$ cat config.mk
export PLATFORM = sky130hd
export DESIGN_NAME = mem_arbiter
export DESIGN_NICKNAME = d
export VERILOG_FILES = /design/src/rtl/mem_arb_pkg.sv /design/src/rtl/mem_arbiter_rr_arbiter.sv /design/src/rtl/mem_arbiter.sv
export SDC_FILE = /design/constraint.sdc
export NUM_CORES = 1
export LEC_CHECK = 0
export ABC_AREA = 1
export CAP_MARGIN = 20
export CORE_AREA = 2 2 205 207
export CTS_CLUSTER_SIZE = 25
export DETAILED_ROUTE_END_ITERATION = 10
export DIE_AREA = 0 0 207 209
export PLACE_DENSITY = 0.52
export SLEW_MARGIN = 20
export SYNTH_ARGS = -nofsm -noshare
export SYNTH_HDL_FRONTEND = slang
export SYNTH_HIERARCHICAL = 1
export SYNTH_SLANG_ARGS = --single-unit
$ cat constraint.sdc
create_clock -name HCLK -period 10.15 [get_ports HCLK]
set_clock_uncertainty 0.15 [all_clocks]
set_input_delay 1.015 -clock HCLK [delete_from_list [all_inputs] [get_ports HCLK]]
set_output_delay 1.015 -clock HCLK [all_outputs]
set_load 0.02 [all_outputs]
$ cat src/rtl/mem_arb_pkg.sv
// mem_arb_pkg: FSM state encoding and index-width helper shared by mem_arbiter and rr_arbiter
package mem_arb_pkg;
   localparam int ST_W = 2;
   localparam logic [ST_W-1:0] IDLE   = 2'd0;
   localparam logic [ST_W-1:0] ACCESS = 2'd1;
   localparam logic [ST_W-1:0] RESP   = 2'd2;
   function automatic int idx_w(input int n);
      return (n > 1) ? $clog2(n) : 1;
   endfunction
endpackage

$ cat src/rtl/mem_arbiter_rr_arbiter.sv
// rr_arbiter: combinational masked-priority picker; scans from i_ptr upward with wrap,
// first requester wins (i_ptr held at 0 gives plain fixed priority)
module rr_arbiter
   import mem_arb_pkg::*;
#(
   parameter int N  = 2,
   parameter int IW = idx_w(N)
)(
   input  logic [N-1:0]  i_req,
   input  logic [IW-1:0] i_ptr,
   output logic [N-1:0]  o_gnt,
   output logic [IW-1:0] o_idx
);
   logic          w_found;
   logic [IW-1:0] w_j;
   always_comb begin
      o_gnt   = '0;
      o_idx   = '0;
      w_found = 1'b0;
      w_j     = '0;
      for (int k = 0; k < N; k++) begin
         w_j = IW'((int'(i_ptr) + k) % N);
         if (!w_found && i_req[w_j]) begin
            w_found   = 1'b1;
            o_idx     = w_j;
            o_gnt[w_j] = 1'b1;
         end
      end
   end
endmodule

$ cat src/rtl/mem_arbiter.sv
// mem_arbiter: N-port arbiter onto one PSEL/PREADY memory port, one access at a time.
// Define MEM_ARB_FIXED_PRIO_EN for fixed priority (lowest index wins); default is round-robin.
module mem_arbiter
   import mem_arb_pkg::*;
#(
   parameter int NUM_PORTS = 2,
   parameter int ADDR_W    = 64,
   parameter int DATA_W    = 64
)(
   input  logic                          HCLK,
   input  logic                          HRESET,
   input  logic [NUM_PORTS-1:0]          HTRANS,
   input  logic [NUM_PORTS*ADDR_W-1:0]   HADDR,
   input  logic [NUM_PORTS-1:0]          HWRITE,
   input  logic [NUM_PORTS*DATA_W-1:0]   HWDATA,
   output logic [NUM_PORTS-1:0]          HREADY,
   output logic [DATA_W-1:0]             HRDATA,
   output logic [NUM_PORTS-1:0]          stall,
   output logic                          PSEL,
   output logic [ADDR_W-1:0]             PADDR,
   output logic                          PWRITE,
   output logic [DATA_W-1:0]             PWDATA,
   input  logic                          PREADY,
   input  logic [DATA_W-1:0]             PRDATA
);
   localparam int IW = idx_w(NUM_PORTS);
   logic [ST_W-1:0]      r_state;
   logic                 r_psel, r_pwrite;
   logic [ADDR_W-1:0]    r_paddr;
   logic [DATA_W-1:0]    r_pwdata, r_hrdata;
   logic [NUM_PORTS-1:0] r_hready, r_grant_oh, w_gnt;
   logic [IW-1:0]        w_ptr, w_idx;
   rr_arbiter #(.N(NUM_PORTS), .IW(IW)) u_arb (
      .i_req (HTRANS),
      .i_ptr (w_ptr),
      .o_gnt (w_gnt),
      .o_idx (w_idx)
   );
`ifdef MEM_ARB_FIXED_PRIO_EN
   assign w_ptr = '0;
`else
   logic [IW-1:0] r_grant, r_rr_ptr;
   always_ff @(posedge HCLK or posedge HRESET) begin
      if (HRESET) begin
         r_grant  <= '0;
         r_rr_ptr <= '0;
      end else if (r_state == IDLE && |HTRANS) begin
         r_grant <= w_idx;
      end else if (r_state == ACCESS && PREADY) begin
         r_rr_ptr <= (r_grant == IW'(NUM_PORTS - 1)) ? '0 : r_grant + 1'b1;
      end
   end
   assign w_ptr = r_rr_ptr;
`endif
   // HREADY defaults low each cycle so the completion is a single-cycle pulse during RESP
   always_ff @(posedge HCLK or posedge HRESET) begin
      if (HRESET) begin
         r_state    <= IDLE;
         r_psel     <= 1'b0;
         r_paddr    <= '0;
         r_pwrite   <= 1'b0;
         r_pwdata   <= '0;
         r_hrdata   <= '0;
         r_hready   <= '0;
         r_grant_oh <= '0;
      end else begin
         r_hready <= '0;
         if (r_state == IDLE && |HTRANS) begin
            r_state    <= ACCESS;
            r_psel     <= 1'b1;
            r_grant_oh <= w_gnt;
            r_paddr    <= HADDR[w_idx*ADDR_W +: ADDR_W];
            r_pwrite   <= HWRITE[w_idx];
            r_pwdata   <= HWDATA[w_idx*DATA_W +: DATA_W];
         end else if (r_state == ACCESS && PREADY) begin
            r_state  <= RESP;
            r_psel   <= 1'b0;
            r_hready <= r_grant_oh;
            if (!r_pwrite) r_hrdata <= PRDATA;
         end else if (r_state != IDLE && r_state != ACCESS) begin
            r_state <= IDLE;
         end
      end
   end
   assign HREADY = r_hready;
   assign HRDATA = r_hrdata;
   assign stall  = HTRANS & ~r_hready;
   assign PSEL   = r_psel;
   assign PADDR  = r_paddr;
   assign PWRITE = r_pwrite;
   assign PWDATA = r_pwdata;
endmodule

### Yosys cells after proc, flatten, opt, wreduce, memory -nomap -nowiden

Index checks and enable logic that the tools add are counted.

| word-level totals | value |
|---|---|
| output and inout port bits | 198 |
| input port bits | 327 |
| register bits after elaboration | 202 |
| word-level logic and storage cells | 63 |

| cells by class | value |
|---|---|
| reduce and logical (&&, ||, !) cells | 14 |
| $add $sub $neg | 2 |
| magnitude comparators | 5 |
| eq/ne operators | 2 |
| bitwise operators | 5 |
| mux-type cells | 23 |
| shift operators | 2 |

Operator list:

| cell | number |
|---|---|
| indexed part select 128 x 8 -> 64 bit | 2 |
| 2-to-1 mux 1 bit | 14 |
| 2-to-1 mux 2 bit | 7 |
| logical AND 1 bit | 6 |
| < comparator 1 x 2 -> 1 bit, second input constant | 3 |
| nonzero test 2 bit | 2 |
| AND reduction 3 bit | 1 |
| nonzero test 3 bit | 1 |
| adder 1 bit, second input constant | 2 |
| AND 2 bit | 1 |
| demux 1 bit (select 1 bit) | 2 |
| == test 2 x 1 -> 1 bit, second input constant | 1 |
| >= comparator 1 bit, second input constant | 2 |
| zero test 2 bit | 1 |
| inequality test 2 x 1 -> 1 bit, second input constant | 1 |
| NOT 1 bit | 2 |
| NOT 2 bit | 1 |
| OR 2 bit | 1 |
| AND reduction 2 bit | 1 |
| OR reduction 2 bit | 1 |
| zero test 1 bit | 1 |

### Logic depth before layout (Yosys ltp)

Gate-level depths: netlist (run 1).

| logic depth | value |
|---|---|
| depth after elaboration | 8 |
| depth in mapped cells | 9 |

### By module

The synthesis (run 1) kept the hierarchy.

By module, submodules not included:

| module | area each (µm²) | cells each | times used |
|---|---|---|---|
| mem_arbiter | 9609.2 | 1284 | 1 |
| rr_arbiter | 28.8 | 5 | 1 |

### Least setup slack after synthesis (run 1)

OpenSTA, ideal clock, no wires.

| path | value |
|---|---|
| path type | input to output |
| start point | in HTRANS[0] |
| end point | out stall[0] |
| data required time | 8.985 ns |
| stages on the path | 2 |
| arrival | 1.315 ns |
| setup slack | 7.670 ns |
| cells stage by stage | inv_1 -> nor2_1 |

| between the ends | value |
|---|---|
| cells in the longest elaborated chain, start to end | 1 |

Ends and longest elaborated chain:

| what | RTL line | text |
|---|---|---|
| start: declaration | mem_arbiter.sv:12 | `input logic [NUM_PORTS-1:0] HTRANS,` |
| AND 2 bit | mem_arbiter.sv:87 | `assign stall = HTRANS & ~r_hready;` |
| end: declaration | mem_arbiter.sv:18 | `output logic [NUM_PORTS-1:0] stall,` |

No other way between the ends.

### Worst setup path in the final report (run 1)

Same ends and word-level chain as after synthesis.

==> results of run 1 <==
-- power breakdown --
| group | internal [mW] | switching (mW) | total, mW |
|---|---|---|---|
| sequential | 1.18 | 0.211 | 1.39 |
| combinational | 0.968 | 1.33 | 2.30 |
| clock | 0.645 | 0.371 | 1.02 |
| total | 2.80 | 1.91 | 4.71 |
-- flip-flops by register name (all words and copies together), names as in the netlist --
register    flops
r_state         2
r_grant_oh      2
PWDATA         64
HRDATA         64
PSEL            1
r_grant         1
PADDR          64
r_rr_ptr        1
HREADY          2
PWRITE          1
-- cell usage in the layout, fill, tap and decap left out, types with 6 or more instances in the layout --
cell	count
sky130_fd_sc_hd__nand2_1	657
sky130_fd_sc_hd__clkdlybuf4s50_1	523
sky130_fd_sc_hd__dfrtp_1	202
sky130_fd_sc_hd__inv_1	136
sky130_fd_sc_hd__o21ai_1	90
sky130_fd_sc_hd__nand4_1	65
sky130_fd_sc_hd__o21ai_0	40
sky130_fd_sc_hd__clkbuf_16	26
sky130_fd_sc_hd__buf_4	12
sky130_fd_sc_hd__bufinv_16	6
-- path summary, 6_finish.rpt --
kind                                  from         end  slack (ns)  depth (start not counted)
worst max-delay path             HTRANS[0]    stall[0]        6.41                          4
max in group asynchronous           HRESET  PWDATA[43]        7.35                          3
min in group asynchronous           HRESET   HRDATA[5]        0.95                          2
worst min register to register  HRDATA[43]  HRDATA[43]        0.32                          2
worst max register to register  r_state[1]   PADDR[61]        7.36                          7
worst min-delay path            HRDATA[43]  HRDATA[43]        0.32                          2
-- logic make-up (layout without fill, tap and decap cells) --
family,count (synthesis),in the layout
buffers and inverters,222,721
flip-flops,202,202
AO/OA/AOI/OAI,135,135
AND/OR/NAND/NOR,730,730
-- worst min-delay path: stages, from the launching register on --
cell and delay [ns]:
sky130_fd_sc_hd__dfrtp_1 0.34, sky130_fd_sc_hd__nand2_1 0.05, sky130_fd_sc_hd__nand2_1 0.04
-- Yosys cell counts --
cell                       number
sky130_fd_sc_hd__a21boi_2       1
sky130_fd_sc_hd__a21oi_1        2
sky130_fd_sc_hd__buf_1          8
sky130_fd_sc_hd__buf_2         31
sky130_fd_sc_hd__buf_4          3
sky130_fd_sc_hd__buf_6         11
sky130_fd_sc_hd__buf_8          1
sky130_fd_sc_hd__clkbuf_1      25
sky130_fd_sc_hd__clkbuf_2       4
sky130_fd_sc_hd__dfrtp_1      202
sky130_fd_sc_hd__inv_1        138
sky130_fd_sc_hd__inv_2          1
sky130_fd_sc_hd__nand2_1      657
sky130_fd_sc_hd__nand4_1       65
sky130_fd_sc_hd__nor2_1         6
sky130_fd_sc_hd__nor2_2         1
sky130_fd_sc_hd__nor2_4         1
sky130_fd_sc_hd__o21ai_0       40
sky130_fd_sc_hd__o21ai_1       90
sky130_fd_sc_hd__o21ai_2        1
sky130_fd_sc_hd__o31ai_1        1
-- metal layers --
metal	track usage, %	part of all wire (%)
met5	0	0
met4	4.532	2.6
met3	4.268	6.9
met2	29.32	49
met1	20.25	41
-- area by class of cell --
cell class | count | area share, %
clock inverter | 12 | 1.433
timing repair buffer | 536 | 32.99
sequential | 202 | 31.28
clock buffer | 34 | 4.398
inverter | 139 | 3.276
tap | 539 | 4.174
multi-input combinational | 865 | 22.45
==> reports/summary.txt, run 1 <==
Worst EP arrival -> 2.57 ns
HPWL after detailed placement -> 26.97 mm
Quantity of I/O buffers inserted on ports -> 524
Biggest cell delay along the critical path -> 0.68 ns
Number of filler cells placed in the layout -> 4311
Fraction of synthesized area in multiplexers -> 0%
Vias in the first global route -> 9725
Die H -> 209 um
Final estimated routing congestion in global placement -> 0.7959
Worst endpoint required time -> 8.99 ns
Initial core utilization -> 23.34%
CTS tree -> built
Setup crit start kind -> input port
Drt via density -> 4.206
Syn Inst Count -> 1289
Share of Yosys cell area claimed by the top area cell type -> 52.45%
Area occupied by multi-input gates -> 0.003627 mm^2
Skew-Pair Late Insertion Delay -> 0.53 ns
Num CTS Buffers -> 26
Routed WL -> 37.75 mm
Overall global routing resource usage -> 16.70%
Total of warnings raised by yosys -> 6
Sequential cell area fraction in the yosys report -> 52.45%
Total negative slack -> 0 ns
Count of buffer and inverter cells on the critical path -> 3
Unrepaired setup endpoints after global routing -> false
Antenna diode count -> 0
Leakage Power -> 7.893 nW
Kind of cell adding the most delay to the critical path -> buffers and inverters
Worst slack on hold paths -> 0.3189 ns
Post-Place Setup Slack -> 6.225 ns
Clk buf depth -> 3
Post-layout util -> 39.13%
Final worst-path cycle share -> 36.84%
Post-layout net count -> 2097
Compound-gate portion of the synthesized area -> 7.140%
Total power density per cell area -> 291.4 mW/mm^2
Count of different cell masters after synthesis -> 21
Fraction of final layout cells sized beyond drive strength 1 -> 3.523%
Final min period -> 3.740 ns
Ports -> 525
Critical path cell sequence -> clkdlybuf4s50_1 > inv_1 > nor2_1 > clkdlybuf4s50_1
Setup-violating endpoint count in the final report -> 0
Worst slew slack as a fraction of its limit -> 33.98%
Core box area -> 0.04129 mm^2
Element type at the critical path end -> primary output
CTS-repair resized insts -> 0
Worst-path maximum fanout -> 6
Worst hold path type -> flop to flop
Post-CTS setup buffer count -> 0
Xor and xnor area share after synthesis -> 0%
# clock sinks -> 202
CTS Hold Buffers Added -> 0
H-Tree Level Count -> 1
Register Area -> 0.005055 mm^2
Clock tree root buffer cell -> sky130_fd_sc_hd__clkbuf_16
Actual transition at the worst max-transition pin -> 0.9904 ns
Reg clk slew, reported paths -> 0.06 ns
Synthesized Nets -> 1616
Combinational family with the most area after synthesis -> simple AND/OR/NAND/NOR gates
Placement-stage cell area -> 0.01522 mm^2
WL per Instance -> 16.22 um
Endpoints failing hold -> 0
Count of antenna-violating nets left after detailed routing -> 0
Max-capacitance violation count -> 0
Fraction of the mapped netlist area in simple logic gates -> 30.22%
1st-iter DRT viols -> 476
Total power consumption of the routed design -> 4.709 mW
Detailed-route DRC error count -> 0
Final Max Slew Viols -> 0
Synthesized area per cell -> 7.477 um^2
Largest area contributor in the synthesized netlist -> sky130_fd_sc_hd__dfrtp_1
CP max stage cell -> sky130_fd_sc_hd__clkdlybuf4s50_1
Congestion Overflow GR -> 0
Placed Cells -> 2281
Total die area -> 0.04326 mm^2
Worst setup margin -> 6.410 ns
First-pass iteration count of the detailed router -> 5
Dominant cells by area after synthesis -> sky130_fd_sc_hd__dfrtp_1 (52%), sky130_fd_sc_hd__nand2_1 (26%), sky130_fd_sc_hd__inv_1 (5.4%)
Worst vdd ir -> 0.0001127 V
F_max -> 267.4 MHz
Number of antenna violations at the first check in global routing -> 0
Type of the setup path with the least slack -> input port to primary output
Final Cell Area -> 0.01616 mm^2
Cell area after synthesis -> 0.009638 mm^2
Std cell rows -> 75
Total vias in the final route -> 9788
Wire length of the first global-routing pass -> 57.45 mm
Yosys reg bits -> 202
Chip Width -> 207 um
Largest net degree at the start of global routing -> 134
Run status -> finished clean
Post-synthesis share of cell area spent on full adders, half adders and majority gates -> 0%
Area growth from synthesis to final layout -> 67.65%
Cell Count, Final, Fillers Out -> 2327
CP dominant cell by count -> sky130_fd_sc_hd__clkdlybuf4s50_1
No activity file was read; power rests on OpenSTA's default activity.
==> run 2, diff against run 1 <==
- PLACE_DENSITY: 0.52 -> 0.54
- clock period: 10.15 -> 3.4 ns (I/O delays scaled with it)
==> reports/summary.txt, run 2 (synthesis results as in run 1) <==
Final worst-path cycle share -> 70.81%
Register Area -> 0.005055 mm^2 (unchanged)
Power share of the clock group -> 19.8% (was 21.6%)
Worst vdd ir -> 0.0003705 V (was 0.0001127 V)
Setup-violating endpoint count in the final report -> 0 (unchanged)
Number of antenna violations at the first check in global routing -> 2 (was 0)
Antenna diode count -> 0 (unchanged)
Skew-Pair Late Insertion Delay -> 0.53 ns (about the same)
Worst endpoint required time -> 2.91 ns (was 8.99 ns)
First-pass iteration count of the detailed router -> 5 (unchanged)
HPWL after detailed placement -> 26.35 mm (was 26.97 mm)
Drt via density -> 4.194 (was 4.206)
Number of filler cells placed in the layout -> 4251 (was 4311)
Wire length of the first global-routing pass -> 56.85 mm (was 57.45 mm)
Most common cell after layout, fill and taps aside -> sky130_fd_sc_hd__nand2_1 (unchanged)
Clk buf depth -> 3 (unchanged)
Std cell rows -> 75 (unchanged)
Placed Cells -> 2285 (was 2281)
Ports -> 525 (unchanged)
Run status -> finished clean (unchanged)
Area growth from synthesis to final layout -> 67.65% (unchanged)
Element type at the critical path end -> primary output (unchanged)
Num CTS Buffers -> 26 (unchanged)
Worst slew slack as a fraction of its limit -> 37.69% (was 33.98%)
Power dissipated by switching net loads -> 5.643 mW (was 1.914 mW)
Total die area -> 0.04326 mm^2 (unchanged)
Worst hold path type -> input port to asynchronous set/reset pin (was flop to flop)
Routed WL -> 36.62 mm (was 37.75 mm)
Cells on worst reg2reg path -> 4 (was 7)
Sw frac -> 41.01% (was 40.64%)
Area occupied by multi-input gates -> 0.003627 mm^2 (unchanged)
Detailed-route DRC error count -> 0 (unchanged)
Overall global routing resource usage -> 16.47% (was 16.70%)
Quantity of I/O buffers inserted on ports -> 524 (unchanged)
Congestion Overflow GR -> 0 (unchanged)
Initial core utilization -> 23.34% (unchanged)
Internal cell power -> 8.116 mW (was 2.795 mW)
Setup crit start kind -> input port (unchanged)
Count of antenna-violating nets left after detailed routing -> 0 (unchanged)
Vias in the first global route -> 9726 (was 9725)
WL per Instance -> 15.71 um (was 16.22 um)
Core box area -> 0.04129 mm^2 (unchanged)
Largest net degree at the start of global routing -> 144 (was 134)
Total negative slack -> 0 ns (unchanged)
Total vias in the final route -> 9777 (was 9788)
# clock sinks -> 202 (unchanged)
Leakage Power -> 7.885 nW (was 7.893 nW)
Final min period -> 2.407 ns
Endpoints failing hold -> 0 (unchanged)
Commonest non-fill, non-tap cells in the layout -> sky130_fd_sc_hd__nand2_1 (657), sky130_fd_sc_hd__clkdlybuf4s50_1 (523), sky130_fd_sc_hd__dfrtp_1 (202) (unchanged)
Share of total power in sequential cells -> 30.2% (was 29.6%)
Post-CTS setup buffer count -> 0 (unchanged)
Chip Width -> 207 um (unchanged)
Worst EP arrival -> 1.92 ns (was 2.57 ns)
H-Tree Level Count -> 1 (unchanged)
CTS Hold Buffers Added -> 0 (unchanged)
Fraction of final layout cells sized beyond drive strength 1 -> 3.739% (was 3.523%)
Worst slack on hold paths -> 0.2092 ns (was 0.3189 ns)
Cell Count, Final, Fillers Out -> 2331 (was 2327)
Worst-path maximum fanout -> 6 (unchanged)
Unrepaired setup endpoints after global routing -> false (unchanged)
Actual transition at the worst max-transition pin -> 0.9346 ns (was 0.9904 ns)
Total power density per cell area -> 851.5 mW/mm^2 (was 291.4 mW/mm^2)
Type of the setup path with the least slack -> input port to primary output (unchanged)
Final Max Slew Viols -> 0 (unchanged)
Die H -> 209 um (unchanged)
F_max -> 415.4 MHz
Clock tree root buffer cell -> sky130_fd_sc_hd__clkbuf_16 (unchanged)
Comb power frac -> 50.0% (was 48.8%)
Final estimated routing congestion in global placement -> 0.8458 (was 0.7959)
CTS-repair resized insts -> 0 (unchanged)
Max-capacitance violation count -> 0 (unchanged)
CTS tree -> built (unchanged)
1st-iter DRT viols -> 535 (was 476)
Reg clk slew, reported paths -> 0.06 ns (about the same)
Post-layout net count -> 2101 (was 2097)
run 2: cell type report:
class	instances	share of cell area [%]
multi-input cells	865	22.45
flip-flops and latches	202	31.28
clock inverters	8	0.4724
well taps	539	4.174
repair buffers	540	33.56
clock buffers	38	4.809
inverters	139	3.252
run 2: power by group through the flow:
stage               sequential, mW  clock, mW  combinational [mW]
floorplan                     5.44          0                2.22
global route                  4.30       2.95                7.49
detailed placement            4.17          0                7.01
finish                        4.15       2.73                6.88
global placement              4.14          0                6.98
CTS                           4.16       2.84                7.02
run 2: worst max-delay path, stage by stage:
cell,delay (ns)
sky130_fd_sc_hd__clkdlybuf4s50_1,0.68
sky130_fd_sc_hd__inv_1,0.09
sky130_fd_sc_hd__nor2_1,0.13
sky130_fd_sc_hd__clkdlybuf4s50_1,0.67
run 2: per-layer routing:
layer,global-route usage (%),wire [um],up-vias
li1,-,-,4923
met1,20.42,15320,4456
met2,28.31,17800,348
met3,4.253,2645,46
met4,4.507,820,4
met5,0,30,-
run 2: path summary, 6_finish.rpt:
path                             from         end  slack [ns]
max                         HTRANS[0]    stall[0]        0.99
min                            HRESET   HRDATA[2]        0.21
max reg2reg                r_state[1]    r_rr_ptr        1.46
min reg2reg                   r_grant    r_rr_ptr        0.31
max in group asynchronous      HRESET      PWRITE        2.09
min in group HCLK          PRDATA[51]  HRDATA[51]        0.22
run 2: stage by stage:
step	util, %	total power, mW	setup slack [ns]	area [um^2]
after floorplan	-	7.669	0.2937	9642
final	39.13	13.76	0.9926	16160
after global placement	37.07	11.12	0.9545	15300
after global routing	39.13	14.74	0.9015	16160
after detailed placement	37.07	11.17	0.9155	15300
after CTS	39.13	14.02	0.9155	16160
